## src/rtl/uart_tx_arbiter.sv

```systemverilog
// uart_tx_arbiter: grants one of four requesters access to a byte-wide UART
// transmitter, drives a start level, waits for the transmitter's busy flag to
// rise and fall, then acks the owner. A missing busy response times out with err.
// Optional feature macro: UART_ARB_RR_EN selects round-robin arbitration;
// when it is undefined, arbitration is fixed priority with req[0] highest.
module uart_tx_arbiter #(
    parameter int unsigned NUM_REQ      = 4,
    parameter int unsigned BUSY_TIMEOUT = 16
) (
    input  logic                   clk,
    input  logic                   reset,
    input  logic [NUM_REQ-1:0]     req,
    input  logic [8*NUM_REQ-1:0]   req_data,
    output logic [NUM_REQ-1:0]     gnt,
    output logic [NUM_REQ-1:0]     ack,
    output logic                   err,
    output logic                   arb_busy,
    output logic [7:0]             tx_data,
    output logic                   tx_start,
    input  logic                   tx_busy
);

    localparam int unsigned IDX_W = 2;
    localparam int unsigned CNT_W = 8;
    localparam logic [CNT_W-1:0] CNT_LAST = CNT_W'(BUSY_TIMEOUT - 1);
    localparam logic [CNT_W-1:0] CNT_MAX  = '1;

    typedef enum logic [1:0] {
        IDLE  = 2'd0,
        GRANT = 2'd1,
        SEND  = 2'd2,
        DONE  = 2'd3
    } state_t;

    state_t              state, state_nxt;
    logic [NUM_REQ-1:0]  gnt_nxt;
    logic [NUM_REQ-1:0]  ack_nxt;
    logic                err_nxt;
    logic                arb_busy_nxt;
    logic [7:0]          tx_data_nxt;
    logic                tx_start_nxt;
    logic [CNT_W-1:0]    cnt, cnt_nxt;
    logic [IDX_W-1:0]    win_idx;

`ifdef UART_ARB_RR_EN
    logic [IDX_W-1:0]    ptr, ptr_nxt;
    logic [IDX_W-1:0]    owner, owner_nxt;
    logic [IDX_W-1:0]    cand;
    logic                found;

    // Round-robin pick: first set request searching upward from the pointer.
    always_comb begin
        win_idx = ptr;
        cand    = ptr;
        found   = 1'b0;
        for (int k = 0; k < NUM_REQ; k++) begin
            cand = ptr + IDX_W'(k);
            if (!found && req[cand]) begin
                win_idx = cand;
                found   = 1'b1;
            end
        end
    end
`else
    // Fixed priority pick: lowest set request index wins.
    always_comb begin
        win_idx = '0;
        for (int k = NUM_REQ - 1; k >= 0; k--) begin
            if (req[k]) begin
                win_idx = IDX_W'(k);
            end
        end
    end
`endif

    // Next-state and next-output logic; every output is registered below.
    always_comb begin
        state_nxt    = state;
        gnt_nxt      = gnt;
        ack_nxt      = '0;
        err_nxt      = 1'b0;
        tx_data_nxt  = tx_data;
        tx_start_nxt = tx_start;
        cnt_nxt      = cnt;
`ifdef UART_ARB_RR_EN
        ptr_nxt      = ptr;
        owner_nxt    = owner;
`endif
        unique case (state)
            IDLE: begin
                if (|req) begin
                    gnt_nxt      = NUM_REQ'(1) << win_idx;
                    tx_data_nxt  = req_data[{win_idx, 3'b000} +: 8];
                    tx_start_nxt = 1'b1;
                    cnt_nxt      = '0;
                    state_nxt    = GRANT;
`ifdef UART_ARB_RR_EN
                    owner_nxt    = win_idx;
`endif
                end
            end
            GRANT: begin
                if (tx_busy) begin
                    tx_start_nxt = 1'b0;
                    state_nxt    = SEND;
                end else if (cnt == CNT_LAST) begin
                    // Transmitter never answered: drop the owner, no ack.
                    tx_start_nxt = 1'b0;
                    gnt_nxt      = '0;
                    err_nxt      = 1'b1;
                    state_nxt    = IDLE;
`ifdef UART_ARB_RR_EN
                    ptr_nxt      = owner + IDX_W'(1);
`endif
                end else if (cnt != CNT_MAX) begin
                    cnt_nxt = cnt + CNT_W'(1);
                end
            end
            SEND: begin
                tx_start_nxt = 1'b0;
                if (!tx_busy) begin
                    state_nxt = DONE;
                end
            end
            DONE: begin
                ack_nxt   = gnt;
                gnt_nxt   = '0;
                state_nxt = IDLE;
`ifdef UART_ARB_RR_EN
                ptr_nxt   = owner + IDX_W'(1);
`endif
            end
        endcase
        arb_busy_nxt = (state_nxt != IDLE);
    end

    // State and output registers with synchronous reset.
    always_ff @(posedge clk) begin
        if (reset) begin
            state    <= IDLE;
            gnt      <= '0;
            ack      <= '0;
            err      <= 1'b0;
            arb_busy <= 1'b0;
            tx_data  <= 8'h00;
            tx_start <= 1'b0;
            cnt      <= '0;
`ifdef UART_ARB_RR_EN
            ptr      <= '0;
            owner    <= '0;
`endif
        end else begin
            state    <= state_nxt;
            gnt      <= gnt_nxt;
            ack      <= ack_nxt;
            err      <= err_nxt;
            arb_busy <= arb_busy_nxt;
            tx_data  <= tx_data_nxt;
            tx_start <= tx_start_nxt;
            cnt      <= cnt_nxt;
`ifdef UART_ARB_RR_EN
            ptr      <= ptr_nxt;
            owner    <= owner_nxt;
`endif
        end
    end

endmodule

```

## config.mk

```make
export PLATFORM = sky130hd
export DESIGN_NAME = uart_tx_arbiter
export DESIGN_NICKNAME = d
export VERILOG_FILES = /design/src/rtl/uart_tx_arbiter.sv
export SDC_FILE = /design/constraint.sdc
export NUM_CORES = 1
export LEC_CHECK = 0
export CORE_MARGIN = 10
export CORE_UTILIZATION = 42
export CTS_BUF_LIST = sky130_fd_sc_hd__clkbuf_2 sky130_fd_sc_hd__clkbuf_4 sky130_fd_sc_hd__clkbuf_8
export DETAILED_ROUTE_END_ITERATION = 7
export PLACE_DENSITY = 0.78
export SYNTH_ARGS = -nofsm -noshare
export SYNTH_HDL_FRONTEND = slang
export SYNTH_SLANG_ARGS = --single-unit
```

## constraint.sdc

```tcl
create_clock -name clk -period 1.6 [get_ports clk]
set_input_delay 0.4 -clock clk [delete_from_list [all_inputs] [get_ports clk]]
set_output_delay 0.4 -clock clk [all_outputs]
set_load 0.01 [all_outputs]
```

==> results of run 1 <==
-- layout make-up --
cell class	count	area [µm²]
Timing Repair Buffer	101	933
Fill cell	265	883
Clock buffer	6	76.3
Tap cell	48	60.1
Inverter	8	35.0
Clock inverter	2	10.0
Sequential cell	29	588
Multi-Input combinational cell	137	1160
-- worst max-delay path, delay by kind of cell (launching register included) --
| kind | cells | cell delay (ns) |
|---|---|---|
| and+or+nand+nor | 1 | 0.51 |
| DFF | 1 | 0.34 |
| AOI/OAI and AO/OA | 2 | 0.34 |
| adders and majority gates | 1 | 0.17 |
| buffers and inverters | 1 | 0.15 |
-- layer usage --
metal | routed length (µm) | up-vias | GRT usage
li1 | - | 914 | -
met1 | 2530 | 897 | 0.172
met2 | 3120 | 57 | 0.263
met3 | 269 | 19 | 0.0469
met4 | 231 | 0 | 0.0738
met5 | 0 | - | 0
-- power by group through the flow --
stage                     Combinational (W)  Sequential [W]  Clock [W]
final                              0.000995        0.000844   0.000623
after global routing                0.00106        0.000852   0.000682
after CTS                          0.000880        0.000840   0.000613
after detailed placement           0.000809        0.000850          0
after global placement             0.000795        0.000846          0
after floorplan                    0.000387        0.000875          0
-- stage by stage --
stage          power [W]  hold WS, ns  TNS (ns)
5_1_grt          0.00259        0.505    -0.153
3_5_place_dp     0.00166        0.483    -12.30
6_report         0.00246        0.495         0
2_1_floorplan    0.00126        0.460    -0.432
4_1_cts          0.00233        0.497         0
3_3_place_gp     0.00164        0.464    -11.37
-- cell usage after synthesis (all sizes together) (2+ instances only) --
| cell | instances | share of area |
|---|---|---|
| dfxtp | 29 | 0.35 |
| nor2 | 14 | 0.032 |
| a21oi | 11 | 0.033 |
| nand2 | 10 | 0.023 |
| inv | 8 | 0.018 |
| o21ai | 8 | 0.024 |
| a221o | 7 | 0.042 |
| a22oi | 7 | 0.032 |
| clkbuf | 7 | 0.017 |
| ha | 7 | 0.053 |
| o221a | 7 | 0.048 |
| a31oi | 5 | 0.019 |
| and2 | 5 | 0.020 |
| a211oi | 4 | 0.018 |
| buf | 4 | 0.021 |
| nand3 | 4 | 0.012 |
| or2 | 4 | 0.015 |
| or4 | 4 | 0.020 |
| a311oi | 3 | 0.016 |
| nand2b | 3 | 0.011 |
| nor2b | 3 | 0.011 |
| nor3 | 3 | 0.0091 |
| a21o | 2 | 0.0091 |
| nand4 | 2 | 0.0075 |
| nand4b | 2 | 0.011 |
| o21bai | 2 | 0.0091 |
| o31a | 2 | 0.011 |
| o31ai | 2 | 0.0091 |
| o32ai | 2 | 0.011 |
| or4b | 2 | 0.012 |
-- worst min-delay path by stage --
stage	startpoint	to	depth (start not counted)
4_1_cts	gnt[3]	gnt[3]	2
5_1_grt	gnt[1]	ack[1]	1
3_3_place_gp	gnt[2]	ack[2]	1
6_report	gnt[0]	ack[0]	1
3_5_place_dp	gnt[2]	ack[2]	1
2_1_floorplan	cnt[7]	cnt[7]	2
-- logic make-up after synthesis --
group,Yosys count
AO/OA/AOI/OAI,68
AND/OR/NAND/NOR,62
adder cells (fa/ha/maj),7
buffers and inverters,19
flip-flops,29
-- registers in the layout (all words and copies together) (netlist names) --
register / flops
gnt: 4
err: 1
tx_start: 1
ack: 4
state: 2
tx_data: 8
cnt: 8
arb_busy: 1
-- what timing repair did --
| item | 4_1_cts | 5_1_grt |
|---|---|---|
| gates resized for setup | 31 | 45 |
| pin swaps | 9 | 17 |
| buffers inserted | 1 | 9 |
| endpoints found under the setup margin | 24 | 27 |
==> metrics.txt, run 1 <==
share of the yosys chip area belonging to registers=0.350; post-route worst setup slack=0.0225 ns; category of the most critical setup path=reg2reg; total overflow reported by the global router=0; average detailed-routed wire length per instance=18.6 µm; floorplan row count=22; number of endpoints with negative hold slack in the final report=0; highest clock rate=634 MHz; number of buffers inserted for hold repair after clock tree synthesis=0; # DRC=0; DRT antenna net count=0; actual transition at the worst max-transition pin=0.326 ns; chip height=82.8 µm; number of buffers inserted during clock tree synthesis=5; placed instance area=2490 µm²; Min Clock Period, post-route=1.58 ns; buffer type at the clock tree root=clkbuf_8; post-route design area=2860 µm²; fraction of registers with async set/reset=0; I/O Pins=58; power per unit of standard cell area=861 nW/µm²; ant diodes=0; data required time at the worst endpoint=1.82 ns; number of nets in the layout=328; worst flop-to-flop path startpoint=state[1]; syn_area_per_cell=8.96 µm²; total track usage=0.155; mux contribution to synthesized area=0; most frequent cells in the layout=41 x buf_4, 40 x clkdlybuf4s50_1, 25 x dfxtp_1, 13 x nor2_1, 12 x dlymetal6s2s_1; clock slew at reported path FFs=0.07 ns; run status=finished clean; worst-path fanout max=5; startpoint kind of the worst setup timing path=flip-flop; relative contribution of sequential cells to total power=0.343; placed wire-length estimate=4340 µm; simple-gate share of the synthesized area=0.229; I/O Buffers=57; count of different cell masters after synthesis=49; vias=1887; CTS tree=yes; area of the die=6860 µm²; portion of the clock cycle consumed by the worst path in the final layout=0.986; reg-to-reg setup timing slack=0.02 ns; worst r2r dst=gnt[0]; horizontal die dimension=82.8 µm; origin of the worst setup path=state[1]; setup repair after global routing missed its margin=true; combinational family with the most area after synthesis=compound AO/OA/AOI/OAI gates; routed via count divided by cell count=5.70; leakage component of the power=1.26 nW; critical path cell sequence=buf_4 > ha_1 > a21o_1 > or4b_4 > a21oi_2; Worst Skew=0.00929 ns; worst setup path endpoint=gnt[0]; relative slew slack=0.782; final routed wirelength across all metal layers=6150 µm; layout cell share with drive strength beyond 1=0.336; Finished Layout Cells=331; total of flip-flops plus latches after synthesis=29; clock tree buffer depth=2; maximum resistive drop on vdd=0.000661 V; total internal power=0.00166 W; Post-Syn Nets=231; Post-synth EDFFs=0; initial standard-cell utilization of the core=0.443; leading cell type in the layout, fill and taps excluded=buf_4; Synth-to-Final Area Change=72.5%; part of the power in combinational logic=0.404; synthesized instance count=185; R2R depth=5; Setup violations, final=0; arrival time at the worst endpoint=1.80 ns; most common flop cell mapped by yosys=dfxtp_1; number of global-route vias before repair=1833; compound-gate portion of the synthesized area=0.312; synthesized-area fraction occupied by xor and xnor cells=0; H-tree depth=2; core footprint=3740 µm²; DR pass1 iterations=4; class of the most critical hold timing path=reg2reg; max_cap viols=0; fin. max-slew vios=0; maximum number of pins on one net before global-route repair=14; warning count from the yosys run=0; initial detailed-routing violation count=103; critical-path cell with the highest stage delay=or4b_4; Layout Utilization=0.764; number of clock sinks=29; post-synthesis adder-cell area fraction=0.0528; critical path capture point type=flip-flop; Post-Synthesis Cell Area=1660 µm²; worst skew pair latency=0.29 ns; Crit path largest cell delay=0.51 ns; cell count after placement=314; part of the total power dissipated in the clock network=0.253; antenna violations before repair=0; worst slack at placement=-0.625 ns; Sw Share=0.324; switching power total=0.000799 W; first-pass GRT wire length=9020 µm; RePlAce Congestion=0.902
Power figures use the tool's default switching activity.
==> run 2, diff against run 1 <==
--- a/config.mk
+++ b/config.mk
@@ -5,11 +5,11 @@
 export SDC_FILE = /design/constraint.sdc
 export NUM_CORES = 1
 export LEC_CHECK = 0
+export ABC_AREA = 1
 export CORE_MARGIN = 10
-export CORE_UTILIZATION = 42
+export CORE_UTILIZATION = 25
 export CTS_BUF_LIST = sky130_fd_sc_hd__clkbuf_2 sky130_fd_sc_hd__clkbuf_4 sky130_fd_sc_hd__clkbuf_8
 export DETAILED_ROUTE_END_ITERATION = 7
-export PLACE_DENSITY = 0.78
 export SYNTH_ARGS = -nofsm -noshare
 export SYNTH_HDL_FRONTEND = slang
 export SYNTH_SLANG_ARGS = --single-unit
==> run 2 against run 1 <==
Effect of this change:
- core utilization fell by 36 points
- combinational power rose by 26%
- total power rose by 12%
- synthesized area rose by 3.3%
- sequential share of layout area rose by 0.73 points
- routed wire length fell by 14%
- critical endpoint is now tx_data[4]
- largest cell class unchanged
- highest routed layer unchanged
==> metrics.txt, run 2 <==
ant diodes=0 (unchanged); reg-to-reg setup timing slack=0.11 ns (was 0.02 ns); most instantiated cells after synthesis=71 x nand2_1, 43 x nor2_1, 37 x inv_1 (was 29 x dfxtp_1, 14 x nor2_1, 11 x a21oi_1); critical-path cell with the highest stage delay=clkdlybuf4s50_1 (was or4b_4); Fillers=708 (was 265); relative contribution of sequential cells to total power=0.332 (was 0.343); portion of the clock cycle consumed by the worst path in the final layout=0.968 (was 0.986); critical path cell sequence=clkdlybuf4s50_1 (was buf_4 > ha_1 > a21o_1 > or4b_4 > a21oi_2); synth top area cells=dfxtp_1 34%, nand2_1 16%, nor2_1 9.4%, nand3_1 8.5%, inv_1 8.1% (was dfxtp_1 35%, ha_1 5.3%, o221a_1 4.8%, a221o_1 4.2%, a21oi_1 3.3%); count of different cell masters after synthesis=22 (was 49); maximum resistive drop on vdd=0.000384 V (was 0.000661 V); initial standard-cell utilization of the core=0.255 (was 0.443); relative slew slack=0.828 (was 0.782); total of flip-flops plus latches after synthesis=29 (unchanged); largest registers=cnt x8, tx_data x8 (unchanged); Setup violations, final=0 (unchanged); average detailed-routed wire length per instance=12.1 µm (was 18.6 µm); share of the yosys chip area belonging to registers=0.339 (was 0.350); Crit path largest cell delay=0.54 ns (was 0.51 ns); fin. max-slew vios=0 (unchanged); number of endpoints with negative hold slack in the final report=0 (unchanged); max_cap viols=0 (unchanged); Cells on Worst Hold Path=2 (was 1); horizontal die dimension=103 µm (was 82.8 µm); power per unit of standard cell area=1000 nW/µm² (was 861 nW/µm²); syn_area_per_cell=6.42 µm² (was 8.96 µm²); DRT antenna net count=0 (unchanged); routed via count divided by cell count=4.34 (was 5.70); part of the power in combinational logic=0.453 (was 0.404); R2R depth=10 (was 5); final routed wirelength across all metal layers=5290 µm (was 6150 µm); arrival time at the worst endpoint=1.15 ns (was 1.80 ns); antenna violations before repair=0 (unchanged); number of clock sinks=29 (unchanged); run status=finished clean (unchanged); dominant cell by count in the synthesized netlist=nand2_1 (was dfxtp_1); Crit path max-delay family=buffers and inverters (was simple AND/OR/NAND/NOR gates); Setup TNS Final=0 ns (unchanged); area of the die=10600 µm² (was 6860 µm²); core footprint=6720 µm² (was 3740 µm²); # DRC=0 (unchanged); synthesized instance count=267 (was 185); total track usage=0.100 (was 0.155); placed wire-length estimate=4180 µm (was 4340 µm); startpoint kind of the worst setup timing path=flip-flop (unchanged); I/O Pins=58 (unchanged); warning count from the yosys run=0 (unchanged); worst-path fanout max=2 (was 5); Synth-to-Final Area Change=60.3% (was 72.5%); chip height=103 µm (was 82.8 µm); highest clock rate=646 MHz (was 634 MHz); critical path capture point type=primary output (was flip-flop); buffer type at the clock tree root=clkbuf_8 (unchanged); clock tree buffer depth=2 (unchanged); leakage component of the power=1.34 nW (was 1.26 nW); H-tree depth=2 (unchanged); buffering stage count on the worst path with inverters included=1 (unchanged); Min Clock Period, post-route=1.55 ns (was 1.58 ns); placed instance area=2550 µm² (was 2490 µm²); total overflow reported by the global router=0 (unchanged); setup repair after global routing missed its margin=true (unchanged); DR pass1 iterations=4 (unchanged); number of buffers inserted during clock tree synthesis=5 (unchanged); actual transition at the worst max-transition pin=0.257 ns (was 0.326 ns); number of nets in the layout=401 (was 328); floorplan row count=30 (was 22); worst flop-to-flop path startpoint=state[0] (was state[1]); category of the most critical setup path=reg2out (was reg2reg); startpoint of the tightest hold check path=gnt[2] (was gnt[0]); Sw Share=0.366 (was 0.324); first-pass GRT wire length=8490 µm (was 9020 µm); CTS tree=yes (unchanged); area share of the leading cell type in the synthesized netlist=0.339 (was 0.350); Post-Syn Nets=313 (was 231); total internal power=0.00174 W (was 0.00166 W); initial detailed-routing violation count=58 (was 103); most common flop cell mapped by yosys=dfxtp_1 (unchanged); number of buffers inserted for hold repair after clock tree synthesis=0 (unchanged); RePlAce Congestion=0.821 (was 0.902); fraction of registers with async set/reset=0 (unchanged); class of the most critical hold timing path=reg2reg (unchanged); worst skew pair latency=0.28 ns (was 0.29 ns); Post-Synthesis Cell Area=1710 µm² (was 1660 µm²); layout cell share with drive strength beyond 1=0.174 (was 0.336); most frequent cells in the layout=70 x nand2_1, 44 x clkdlybuf4s50_1, 40 x nor2_1, 36 x inv_1, 28 x nand3_1 (was 41 x buf_4, 40 x clkdlybuf4s50_1, 25 x dfxtp_1, 13 x nor2_1, 12 x dlymetal6s2s_1); maximum number of pins on one net before global-route repair=15 (was 14); most area-hungry cell type in the Yosys netlist=dfxtp_1 (unchanged); post-route design area=2750 µm² (was 2860 µm²); switching power total=0.00101 W (was 0.000799 W); Worst Skew=0.00527 ns (was 0.00929 ns); part of the total power dissipated in the clock network=0.215 (was 0.253); worst r2r dst=cnt[4] (was gnt[0]); clock slew at reported path FFs=0.07 ns (about the same); I/O Buffers=57 (unchanged); Post-synth EDFFs=0 (unchanged); leading cell type in the layout, fill and taps excluded=nand2_1 (was buf_4); worst-case hold path end point=ack[2] (was ack[0]); vias=1894 (was 1887); data required time at the worst endpoint=1.20 ns (was 1.82 ns); number of global-route vias before repair=1957 (was 1833)
run 2: worst max-delay path by stage:
stage               startpoint         end  slack (ns)  cells after the start
floorplan             state[1]      cnt[0]        0.06                      9
global placement        req[0]  tx_data[2]       -0.33                      7
detailed placement      req[0]  tx_data[2]       -0.38                      7
CTS                     gnt[2]      gnt[2]       0.005                      1
global route            req[2]  tx_data[6]       -0.02                     10
finish              tx_data[4]  tx_data[4]        0.05                      1
run 2: worst register-to-register path, cell delays in order (launching register included):
cell and delay [ns]:
dfxtp_2 0.34, inv_1 0.09, ha_2 0.20, buf_4 0.13, nor2_4 0.04, inv_1 0.05, nand3_1 0.07, nor2_1 0.10
buf_4 0.17, nand3_1 0.10, a21oi_2 0.15
run 2: layer usage:
metal | share of wire | GRT usage
met5 | 0 | 0
met4 | 0.025 | 0.0406
met3 | 0.10 | 0.0556
met2 | 0.44 | 0.162
met1 | 0.44 | 0.107
run 2: repair_timing:
item                       4_1_cts  5_1_grt
buffers inserted                 0        2
pin swaps                        2        3
cloned                           0        0
setup endpoints to repair       18       25
resized for setup                9       27
run 2: logic make-up (layout without fill, tap and decap cells):
| family | after synthesis | in the layout | share of synthesized area |
|---|---|---|---|
| adders and majority gates | 7 | 7 | 0.0511 |
| buffers and inverters | 43 | 132 | 0.105 |
| DFF | 29 | 29 | 0.339 |
| AOI/OAI and AO/OA | 24 | 24 | 0.0760 |
| and+or+nand+nor | 162 | 162 | 0.419 |
| xor gates and xnor gates | 2 | 2 | 0.0102 |
run 2: power groups by stage:
stage	combinational [W]	clock [W]	sequential, W
3_3_place_gp	0.00119	0	0.000924
6_report	0.00125	0.000592	0.000915
5_1_grt	0.00141	0.000646	0.000933
3_5_place_dp	0.00120	0	0.000925
4_1_cts	0.00119	0.000620	0.000909
2_1_floorplan	0.000575	0	0.000967
run 2: final cells by class:
| cell class | instances | area, µm² | share of cell area |
|---|---|---|---|
| inverter | 38 | 144 | 0.0524 |
| sequential | 29 | 584 | 0.213 |
| clock buffer | 5 | 68.8 | 0.0251 |
| clock inverter | 3 | 17.5 | 0.00638 |
| multi-input combinational | 195 | 1020 | 0.373 |
| timing repair buffer | 86 | 806 | 0.294 |
| tap | 80 | 100 | 0.0365 |
run 2: through the flow:
step / power (W) / setup WS [ns] / utilization / hold slack, ns / std cells
2_1_floorplan: 0.00154 / 0.0613 / - / 0.465 / 267
3_3_place_gp: 0.00212 / -0.328 / 0.379 / 0.433 / 426
3_5_place_dp: 0.00212 / -0.382 / 0.379 / 0.438 / 426
4_1_cts: 0.00271 / 0.00517 / 0.392 / 0.447 / 434
5_1_grt: 0.00299 / -0.0187 / 0.409 / 0.487 / 436
6_report: 0.00275 / 0.0519 / 0.409 / 0.443 / 436
==> run 3, diff against run 2 <==
--- a/config.mk
+++ b/config.mk
@@ -10,6 +10,7 @@
 export CORE_UTILIZATION = 25
 export CTS_BUF_LIST = sky130_fd_sc_hd__clkbuf_2 sky130_fd_sc_hd__clkbuf_4 sky130_fd_sc_hd__clkbuf_8
 export DETAILED_ROUTE_END_ITERATION = 7
+export GPL_ROUTABILITY_DRIVEN = 0
 export SYNTH_ARGS = -nofsm -noshare
 export SYNTH_HDL_FRONTEND = slang
 export SYNTH_SLANG_ARGS = --single-unit
==> results of run 3 <==
No change in the layout: final DEF, timing and power equal those of run 2.
